### config.mk
export PLATFORM = sky130hd
export DESIGN_NAME = rv32_alu
export DESIGN_NICKNAME = d
export VERILOG_FILES = /design/src/rtl/rv32_alu.sv
export SDC_FILE = /design/constraint.sdc
export NUM_CORES = 1
export LEC_CHECK = 0
export CORE_MARGIN = 4
export CORE_UTILIZATION = 43
export DETAILED_ROUTE_END_ITERATION = 8
export SKIP_LAST_GASP = 1
export SYNTH_ARGS = -nofsm -noshare
export SYNTH_HDL_FRONTEND = slang
export SYNTH_SLANG_ARGS = --single-unit
export TNS_END_PERCENT = 1
### constraint.sdc
create_clock -name clk -period 4.52 [get_ports clk]
set_input_delay 0.452 -clock clk [delete_from_list [all_inputs] [get_ports clk]]
set_output_delay 0.452 -clock clk [all_outputs]
set_load 0.02 [all_outputs]
### src/rtl/rv32_alu.sv
// RV32I/RV32M integer execute unit with a single registered result (latency 1).
// Define ALU_MEXT_EN to build the multiply/divide path; otherwise opcodes 10-17 return 0.
module rv32_alu #(
    parameter int XLEN = 32
) (
    input  logic            clk,
    input  logic            rst,
    input  logic [XLEN-1:0] a,
    input  logic [XLEN-1:0] b,
    input  logic [4:0]      alu_op,
    output logic [XLEN-1:0] result
);

    localparam logic [4:0] ALU_ADD    = 5'd0;
    localparam logic [4:0] ALU_SUB    = 5'd1;
    localparam logic [4:0] ALU_XOR    = 5'd2;
    localparam logic [4:0] ALU_OR     = 5'd3;
    localparam logic [4:0] ALU_AND    = 5'd4;
    localparam logic [4:0] ALU_SSL    = 5'd5;
    localparam logic [4:0] ALU_SRL    = 5'd6;
    localparam logic [4:0] ALU_SRA    = 5'd7;
    localparam logic [4:0] ALU_SLT    = 5'd8;
    localparam logic [4:0] ALU_SLTU   = 5'd9;
`ifdef ALU_MEXT_EN
    localparam logic [4:0] ALU_MUL    = 5'd10;
    localparam logic [4:0] ALU_MULH   = 5'd11;
    localparam logic [4:0] ALU_MULHSU = 5'd12;
    localparam logic [4:0] ALU_MULHU  = 5'd13;
    localparam logic [4:0] ALU_DIV    = 5'd14;
    localparam logic [4:0] ALU_DIVU   = 5'd15;
    localparam logic [4:0] ALU_REM    = 5'd16;
    localparam logic [4:0] ALU_REMU   = 5'd17;
`endif

    logic [XLEN-1:0] result_d;
    logic [XLEN-1:0] result_q;
    logic [4:0]      shamt;

    assign shamt = b[4:0];

`ifdef ALU_MEXT_EN
    // One shared 64-bit multiplier: operands are sign- or zero-extended per opcode,
    // and the low 64 bits of the extended product are exact for all four variants.
    logic              mul_a_signed;
    logic              mul_b_signed;
    logic [63:0]       mul_a_ext;
    logic [63:0]       mul_b_ext;
    logic [63:0]       mul_prod;

    assign mul_a_signed = (alu_op == ALU_MULH) || (alu_op == ALU_MULHSU);
    assign mul_b_signed = (alu_op == ALU_MULH);
    assign mul_a_ext    = {{32{mul_a_signed & a[31]}}, a};
    assign mul_b_ext    = {{32{mul_b_signed & b[31]}}, b};
    assign mul_prod     = mul_a_ext * mul_b_ext;

    // One shared unsigned divider; signed ops divide magnitudes and fix signs after.
    logic              div_signed;
    logic              div_by_zero;
    logic [XLEN-1:0]   a_abs;
    logic [XLEN-1:0]   b_abs;
    logic [XLEN-1:0]   dvd;
    logic [XLEN-1:0]   dvs;
    logic [XLEN-1:0]   quo_mag;
    logic [XLEN-1:0]   rem_mag;
    logic [XLEN-1:0]   quo_s;
    logic [XLEN-1:0]   rem_s;

    assign div_signed  = (alu_op == ALU_DIV) || (alu_op == ALU_REM);
    assign div_by_zero = (b == '0);
    assign a_abs       = a[31] ? (~a + 1'b1) : a;
    assign b_abs       = b[31] ? (~b + 1'b1) : b;
    assign dvd         = div_signed ? a_abs : a;
    assign dvs         = div_by_zero ? {{(XLEN-1){1'b0}}, 1'b1} : (div_signed ? b_abs : b);
    assign quo_mag     = dvd / dvs;
    assign rem_mag     = dvd % dvs;
    // 0x80000000 / -1 falls out naturally: magnitude 0x80000000, positive sign.
    assign quo_s       = (a[31] ^ b[31]) ? (~quo_mag + 1'b1) : quo_mag;
    assign rem_s       = a[31] ? (~rem_mag + 1'b1) : rem_mag;
`endif

    always_comb begin
        result_d = '0;
        case (alu_op)
            ALU_ADD:    result_d = a + b;
            ALU_SUB:    result_d = a - b;
            ALU_XOR:    result_d = a ^ b;
            ALU_OR:     result_d = a | b;
            ALU_AND:    result_d = a & b;
            ALU_SSL:    result_d = a << shamt;
            ALU_SRL:    result_d = a >> shamt;
            ALU_SRA:    result_d = $unsigned($signed(a) >>> shamt);
            ALU_SLT:    result_d = {{(XLEN-1){1'b0}}, ($signed(a) < $signed(b))};
            ALU_SLTU:   result_d = {{(XLEN-1){1'b0}}, (a < b)};
`ifdef ALU_MEXT_EN
            ALU_MUL:    result_d = mul_prod[31:0];
            ALU_MULH:   result_d = mul_prod[63:32];
            ALU_MULHSU: result_d = mul_prod[63:32];
            ALU_MULHU:  result_d = mul_prod[63:32];
            ALU_DIV:    result_d = div_by_zero ? '1 : quo_s;
            ALU_DIVU:   result_d = div_by_zero ? '1 : quo_mag;
            ALU_REM:    result_d = div_by_zero ? a : rem_s;
            ALU_REMU:   result_d = div_by_zero ? a : rem_mag;
`endif
            default:    result_d = '0;
        endcase
    end

    always_ff @(posedge clk) begin
        if (rst) begin
            result_q <= '0;
        end else begin
            result_q <= result_d;
        end
    end

    assign result = result_q;

endmodule

==> results_dict.tcl, run 1 <==
set metrics [dict create \
    worst_pin_slew_ps 1380 \
    grt_setup_unrepaired "false" \
    die_area_mm2 0.0233 \
    ys_types 71 \
    gp_congestion 1.06 \
    worst_ep_required_time_ps 4700 \
    io_buffers 102 \
    yosys-top-cells-area "ha_1 14%, o21ai_0 7.9%, a21oi_1 7.6%" \
    drt_wl_total_um 44300 \
    drt_iter0_drc 1616 \
    design.core.area_mm2 0.0204 \
    cp-endpoint "result[28]$_SDFF_PP0_" \
    die_h_um 153 \
    fmax_mhz 251 \
    synth_top_area_cell "ha_1" \
    cts_resized 0 \
    finalMaxSlewViolations 0 \
    comb_power_share 0.637 \
    maxCapViolations 0 \
    yosysSeqAreaShare 0.0711 \
    fin_setup_tns_ps 0 \
    p_per_area_mw_per_mm2 175 \
    cpLargestDelayFamily "simple AND/OR/NAND/NOR gates" \
    synthArstFlopShare 0 \
    finalHoldViolations 0 \
    startpoint "a[0]" \
    fin_hold_ws_ps 749 \
    drive_gt1_frac 0.0829 \
    crit_path_cell_trace "clkdlybuf4s50_1, inv_1, ha_1, inv_1, fa_1, nor2b_1, o221ai_1, nor4_1, nor4_1, buf_4, o32a_1, o41ai_2, a211oi_1, xnor2_1, nor3_1, or3_1" \
    p_int_mw 0.958 \
    synth.most_common_cell "nor2_1" \
    avgSynthCellArea_um2 6.58 \
    io_pins 103 \
    cts_inserted_buffers 5 \
    status "complete, no violations" \
    yosys_register_bits 32 \
    critPathKind "primary input to register" \
    final_cell_area_mm2 0.0107 \
    synth_edf_count 0 \
    fp.dieW_um 153 \
    post_drt_via_cell_ratio 6.54 \
    grt_pass1_wl_um 65600 \
    drt_pass1_iterations 7 \
    route.detailed.drc 0 \
    rows 52 \
    syn2layout_area_growth_pct 18.6 \
    grt.total_usage 0.361 \
    ant_nets 0 \
    h-tree-depth 2 \
    setup_viol 0 \
    antenna_found_initial 0 \
    cts_buffer_depth 2 \
    critPathMaxStageDelay_ps 530 \
    power_frac_seq 0.155 \
    tritoncts "yes" \
    postCtsSetupBuffers 0 \
    synth_cells 1369 \
    p_leak_nw 4.46 \
    root_buffer "clkbuf_16" \
    finalNetCount 1619 \
    finalPower_mw 1.87 \
    synth_fp_nets 1541 \
    switching_share 0.487 \
    ctsHoldBuffers 0 \
    fin_crit_ps 3990 \
    fillers 2116 \
    path_max_fanout 4 \
    ys_warn_count 0 \
    dp_slack_ps 341 \
    synth_common_cells "169 x nor2_1, 142 x o21ai_0, 137 x a21oi_1" \
    multi_input_area_mm2 0.00761 \
    vias 11200 \
    hp-class "primary input to register" \
    cp-end-kind "register" \
    crit_buf_inv 4 \
    grt_overflow 0 \
    synth_top_area_share 0.137 \
    worst-endpoint-arrival_ps 4170 \
    initial_utilization 0.441 \
    irDropWorstVdd_mv 0.141 \
    p_clk_frac 0.208 \
    placed_area_mm2 0.0105 \
    synth_ff_type "dfxtp_1" \
    largest_register_ffs 32 \
    clkTransAtPathRegs_ps 60 \
    wl_per_cell_um 25.8 \
    grt_pass1_vias 10300 \
    finalCritPeriodShare 0.882 \
    p_switching_mw 0.910 \
    crit_path_start_kind "primary input" \
    cp.depth 16 \
    slew_headroom 0.0819 \
    setup_ws_ps 533 \
    slowest_stage "clkdlybuf4s50_1" \
    hpwlAfterDp_um 35000 \
    grt_max_degree 93 \
    syn_area_mm2 0.00901 \
    regArea_um2 641 \
    clock-sinks 32 \
]
[cell families after synthesis]
| family | Yosys count | synth area share |
|---|---|---|
| AO/OA/AOI/OAI | 512 | 0.356 |
| AND/OR/NAND/NOR | 417 | 0.209 |
| buffers and inverters | 202 | 0.0851 |
| adder cells (fa/ha/maj) | 101 | 0.142 |
| multiplexers | 78 | 0.111 |
| flip-flops | 32 | 0.0711 |
| XOR/XNOR | 27 | 0.0262 |
[power groups by stage]
stage,logic [mW],clock network (mW),registers [mW]
after CTS,1.15,0.394,0.290
after detailed placement,1.14,0,0.296
after global routing,1.27,0.400,0.290
after floorplan,0.706,0,0.303
final,1.19,0.389,0.290
after global placement,1.15,0,0.296
[area by class of cell]
cell class | count | share of cell area
clock buffer | 7 | 0.0143
sequential | 32 | 0.0600
timing repair buffer | 174 | 0.146
inverter | 99 | 0.0348
tap | 270 | 0.0316
multi-input combinational | 1135 | 0.713
antenna | 1 | 0.000234
[how the worst min path moves through the flow]
stage / start / end / slack [ps] / cells past startpoint
after floorplan: alu_op[4] / result[0]$_SDFF_PP0_ / 680 / 3
after global placement: b[3] / result[3]$_SDFF_PP0_ / 1030 / 5
after detailed placement: b[3] / result[3]$_SDFF_PP0_ / 1050 / 5
after CTS: b[3] / result[3]$_SDFF_PP0_ / 740 / 5
after global routing: b[3] / result[3]$_SDFF_PP0_ / 800 / 5
final: b[3] / result[3]$_SDFF_PP0_ / 750 / 5
[placed cells by master, fill, tap and decap left out, types with 7 or more instances in the layout]
cell type,netlist,final
a21o_1,19,19
nor4_1,8,8
ha_1,99,99
xnor2_1,21,21
o221ai_1,10,10
mux4_2,17,17
nand3_1,24,24
nor2b_1,9,9
nand2b_1,17,17
or3_1,14,14
or2_2,7,7
buf_4,0,71
nor2_1,169,169
clkdlybuf4s50_1,0,97
o21a_1,9,9
inv_1,96,95
nor3_1,36,35
dfxtp_1,32,32
a31oi_1,24,24
a22oi_1,11,11
o31ai_1,14,14
nand2_1,102,102
o21ai_0,142,142
o21bai_1,10,10
a211oi_1,21,21
a21oi_1,137,137
o211ai_1,31,31
mux2i_1,58,58
o22ai_1,17,17
a221oi_1,20,20
[stage by stage]
stage          std cells  utilization
2_1_floorplan       1369            -
3_3_place_gp        1710        0.515
3_5_place_dp        1710        0.515
4_1_cts             1717        0.523
5_1_grt             1717        0.523
6_report            1718        0.523
[worst min-delay path, cell delays in order]
cell,delay [ps]
buf_2,120
ha_1,200
nand2_1,70
o221ai_1,60
o31a_1,120
[routing by layer]
| metal | share of wire | routed length, um | global-route usage | vias to the layer above |
|---|---|---|---|---|
| met3 | 0.13 | 5580 | 0.0807 | 83 |
| li1 | - | - | - | 5153 |
| met1 | 0.43 | 18900 | 0.528 | 5282 |
| met4 | 0.032 | 1420 | 0.114 | 0 |
| met5 | 0 | 0 | 0 | - |
| met2 | 0.42 | 18500 | 0.523 | 714 |
No activity file was read; power rests on OpenSTA's default activity.
==> inputs of run 2 (changes only) <==
==> constraint.sdc (replaced) <==
create_clock -name clk -period 4.52 [get_ports clk]
set_input_delay 0.904 -clock clk [delete_from_list [all_inputs] [get_ports clk]]
set_output_delay 0.904 -clock clk [all_outputs]
set_load 0.02 [all_outputs]
==> results_dict.tcl, run 2 (synthesis gave the netlist of run 1 again) <==
set metrics [dict create \
    worst-endpoint-arrival_ps 4430 \
    drt_pass1_iterations 6 \
    finalCritPeriodShare 0.943 \
    vias 11500 \
    root_buffer "clkbuf_16" \
    finalNetCount 1642 \
    path_max_fanout 7 \
    hp-class "primary input to register" \
    wl_per_cell_um 25.7 \
    fin_hold_ws_ps 1200 \
    crit_path_start_kind "primary input" \
    finalPower_mw 1.89 \
    grt_max_degree 93 \
    fmax_mhz 235 \
    syn2layout_area_growth_pct 20.4 \
    fin_crit_ps 4260 \
    rows 52 \
    ctsHoldBuffers 0 \
    status "complete, no violations" \
    hp-start "b[3]" \
    cts_buffer_depth 2 \
    antenna_found_initial 2 \
    tritoncts "yes" \
    drive_gt1_frac 0.0986 \
    drt_wl_total_um 44800 \
    critPathKind "primary input to register" \
    grt_pass1_wl_um 66200 \
    irDropWorstVdd_mv 0.112 \
    clkTransAtPathRegs_ps 70 \
    grt_setup_unrepaired "false" \
    worstHoldEndpoint "result[3]$_SDFF_PP0_" \
    design.core.area_mm2 0.0204 \
    h-tree-depth 2 \
    slew_headroom 0.183 \
    die_h_um 153 \
    route.detailed.drc 0 \
    largest_register_ffs 32 \
    p_leak_nw 4.56 \
    die_area_mm2 0.0233 \
    grt_pass1_vias 10700 \
    gp_congestion 1.07 \
    setup_viol 0 \
    post_drt_via_cell_ratio 6.61 \
    hpwlAfterDp_um 35400 \
    clock-sinks 32 \
    cts_inserted_buffers 5 \
    grt.total_usage 0.362 \
    dpl.cell_count 1733 \
    worst_ep_required_time_ps 4690 \
    io_buffers 102 \
    postCtsSetupBuffers 0 \
    final_common_cell "nor2_1" \
    finalHoldViolations 0 \
    fin_cells 1741 \
    layout_common_cells "169 x nor2_1, 142 x o21ai_0, 137 x a21oi_1" \
    fp.dieW_um 153 \
    drt_iter0_drc 1665 \
    grt_overflow 0 \
    ant_nets 0 \
    cp-end-kind "register" \
    whs_path_depth 5 \
    maxCapViolations 0 \
    fin_setup_tns_ps 0 \
    worst_pin_slew_ps 1210 \
    p_per_area_mw_per_mm2 174 \
    io_pins 103 \
    initial_utilization 0.441 \
    fillers 2116 \
    antennaDiodeCount 0 \
    cts_resized 0 \
    finalMaxSlewViolations 0 \
]
-- run 2: layout make-up --
type / instances / area, um2 / area share
sequential: 32 / 641 / 0.0590
timing repair buffer: 197 / 1720 / 0.159
tap: 270 / 338 / 0.0311
clock inverter: 2 / 15.0 / 0.00138
inverter: 99 / 372 / 0.0343
multi-input combinational: 1135 / 7620 / 0.702
clock buffer: 6 / 139 / 0.0128
-- run 2: stage by stage --
stage	worst slack, ps	utilization	area [um2]
global placement	-19.5	0.523	10700
finish	259	0.531	10800
global route	36.6	0.531	10800
CTS	285	0.531	10800
floorplan	55.5	-	9010
detailed placement	-21.8	0.523	10700
-- run 2: worst max-delay path: stages --
cell and delay, ps:
clkdlybuf4s50_1 550, inv_1 90, ha_1 380, clkinv_1 240
nor3_1 560, o311ai_1 310, o211a_1 310, o31ai_1 510
nand3_1 200, mux2i_1 150, a21oi_1 160, a21oi_1 80
-- run 2: how the worst max path moves through the flow --
stage               startpoint                    end  slack [ps]  cells past startpoint
detailed placement        a[0]  result[28]$_SDFF_PP0_         -20                     16
global route              b[6]  result[25]$_SDFF_PP0_          40                     14
finish                   b[18]  result[31]$_SDFF_PP0_         260                     12
CTS                       a[0]  result[28]$_SDFF_PP0_         280                     16
floorplan                 b[1]  result[28]$_SDFF_PP0_          60                     15
global placement          a[0]  result[28]$_SDFF_PP0_         -20                     16
-- run 2: layer usage --
layer,up-vias,global-route usage,share of wire
li1,5193,-,-
met1,5403,0.535,0.42
met2,800,0.521,0.41
met3,112,0.0801,0.13
met4,2,0.113,0.036
met5,-,0,0.00016
-- run 2: power by group --
group	total [mW]	leakage [nW]	internal (mW)	switching [mW]
clock network	0.393	0.0691	0.220	0.173
registers	0.289	0.259	0.287	0.00199
logic	1.21	4.23	0.453	0.752
==> inputs of run 3 (changes only) <==
--- a/config.mk
+++ b/config.mk
@@ -8,6 +8,7 @@
 export CORE_MARGIN = 4
 export CORE_UTILIZATION = 43
 export DETAILED_ROUTE_END_ITERATION = 8
+export PLACE_DENSITY = 0.75
 export SKIP_LAST_GASP = 1
 export SYNTH_ARGS = -nofsm -noshare
 export SYNTH_HDL_FRONTEND = slang
==> results_dict.tcl, run 3 (synthesis gave the netlist of run 1 again) <==
set metrics [dict create \
    post_drt_via_cell_ratio 6.60 \
    finalMaxSlewViolations 0 \
    worst-endpoint-arrival_ps 4530 \
    drt_pass1_iterations 6 \
    hpwlAfterDp_um 35000 \
    antenna_found_initial 0 \
    cts_inserted_buffers 5 \
    drt_wl_total_um 44200 \
    fin_setup_tns_ps 0 \
    switching_share 0.489 \
    setup_viol 0 \
    clock-sinks 32 \
    wl_per_cell_um 25.2 \
    fmax_mhz 230 \
    wl_met1_um 18100 \
    antennaDiodeCount 0 \
    ctsHoldBuffers 0 \
    drive_gt1_frac 0.106 \
    worstHoldEndpoint "result[2]$_SDFF_PP0_" \
    dr.max_layer_used "met4" \
    hp-start "b[2]" \
    ant_nets 0 \
    irDropWorstVdd_mv 0.105 \
    rows 52 \
    wl_met3_um 6260 \
    fin_hold_ws_ps 1230 \
    postCtsSetupBuffers 0 \
    io_buffers 102 \
    hp-class "primary input to register" \
    status "complete, no violations" \
    comb_power_share 0.656 \
    fp.dieW_um 153 \
    grt.total_usage 0.355 \
    cts_buffer_depth 2 \
    fin_util 0.536 \
    tritoncts "yes" \
    met2WireLength_um 18100 \
    grt_overflow 0 \
    p_clk_frac 0.189 \
    crit_path_start_kind "primary input" \
    maxCapViolations 0 \
    design.core.area_mm2 0.0204 \
    fin_crit_ps 4350 \
    final_common_cell "nor2_1" \
    p_int_mw 0.957 \
    die_h_um 153 \
    cp-end-kind "register" \
    p_per_area_mw_per_mm2 171 \
    die_area_mm2 0.0233 \
    largest_register_ffs 32 \
    route.detailed.drc 0 \
    p_switching_mw 0.914 \
    fillers 2089 \
    vias 11600 \
    layout_common_cells "169 x nor2_1, 142 x o21ai_0, 137 x a21oi_1" \
    syn2layout_area_growth_pct 21.5 \
    worst_pin_slew_ps 1020 \
    drt_iter0_drc 1697 \
    grt_setup_unrepaired "false" \
    p_leak_nw 4.63 \
    h-tree-depth 2 \
    finalHoldViolations 0 \
    root_buffer "clkbuf_16" \
    power_frac_seq 0.155 \
    initial_utilization 0.441 \
    finalPower_mw 1.87 \
    io_pins 103 \
    clkTransAtPathRegs_ps 60 \
    cts_resized 0 \
    grt_pass1_vias 10600 \
    finalNetCount 1656 \
    worst_ep_required_time_ps 4700 \
    gp_congestion 1.04 \
    grt_pass1_wl_um 64900 \
    slew_headroom 0.318 \
    path_max_fanout 4 \
    critPathKind "primary input to register" \
    whs_path_depth 4 \
    grt_max_degree 91 \
    finalCritPeriodShare 0.962 \
]
## run 3: cell count changes in the layout (fill, tap and decap cells not counted), sizes merged
| cell | previous run | this run |
|---|---|---|
| buf | 100 | 114 |
| clkinvlp | 2 | 0 |
| clkinv | 2 | 3 |
## run 3: layout make-up
| type | instances | area, um2 | share of cell area |
|---|---|---|---|
| clock inverters | 1 | 5.00 | 0.000457 |
| repair buffers | 211 | 1840 | 0.168 |
| clock buffers | 6 | 129 | 0.0118 |
| inverters | 99 | 372 | 0.0339 |
| well taps | 270 | 338 | 0.0309 |
| multi-input cells | 1135 | 7620 | 0.696 |
| flip-flops and latches | 32 | 641 | 0.0585 |
## run 3: critical path, stage by stage
cell,delay [ps]
clkdlybuf4s50_1,470
inv_1,90
ha_1,350
or4_4,570
o21bai_1,180
a31oi_1,290
nor4_1,100
buf_4,160
o32a_1,300
o41ai_2,380
a211oi_1,160
xnor2_1,160
nor3_1,60
or3_1,340
## run 3: worst max-delay path by stage
stage                     depth (start not counted)  slack [ps]  from               endpoint
after floorplan                                  15          60  b[1]  result[28]$_SDFF_PP0_
after global routing                             16          20  a[0]  result[28]$_SDFF_PP0_
after CTS                                        16         150  a[0]  result[28]$_SDFF_PP0_
after global placement                           16        -110  a[0]  result[28]$_SDFF_PP0_
after detailed placement                         16        -130  a[0]  result[28]$_SDFF_PP0_
final                                            14         170  a[7]  result[28]$_SDFF_PP0_
## run 3: metrics by stage
stage	cell area [um2]	setup slack, ps	instances
after global routing	10900	20.6	1754
after floorplan	9010	55.5	1369
final	10900	173	1754
after CTS	10900	147	1754
after global placement	10800	-111	1747
after detailed placement	10800	-135	1747
## run 3: per-layer routing
layer,vias up,global-route usage
met5,-,0
met4,0,0.126
met3,111,0.0903
met2,896,0.513
met1,5371,0.511
li1,5205,-
## run 3: power by group through the flow
stage	combinational (mW)	clock, mW	sequential [mW]
2_1_floorplan	0.706	0	0.303
3_3_place_gp	1.17	0	0.296
3_5_place_dp	1.17	0	0.296
4_1_cts	1.18	0.349	0.290
5_1_grt	1.30	0.356	0.290
6_report	1.23	0.353	0.290
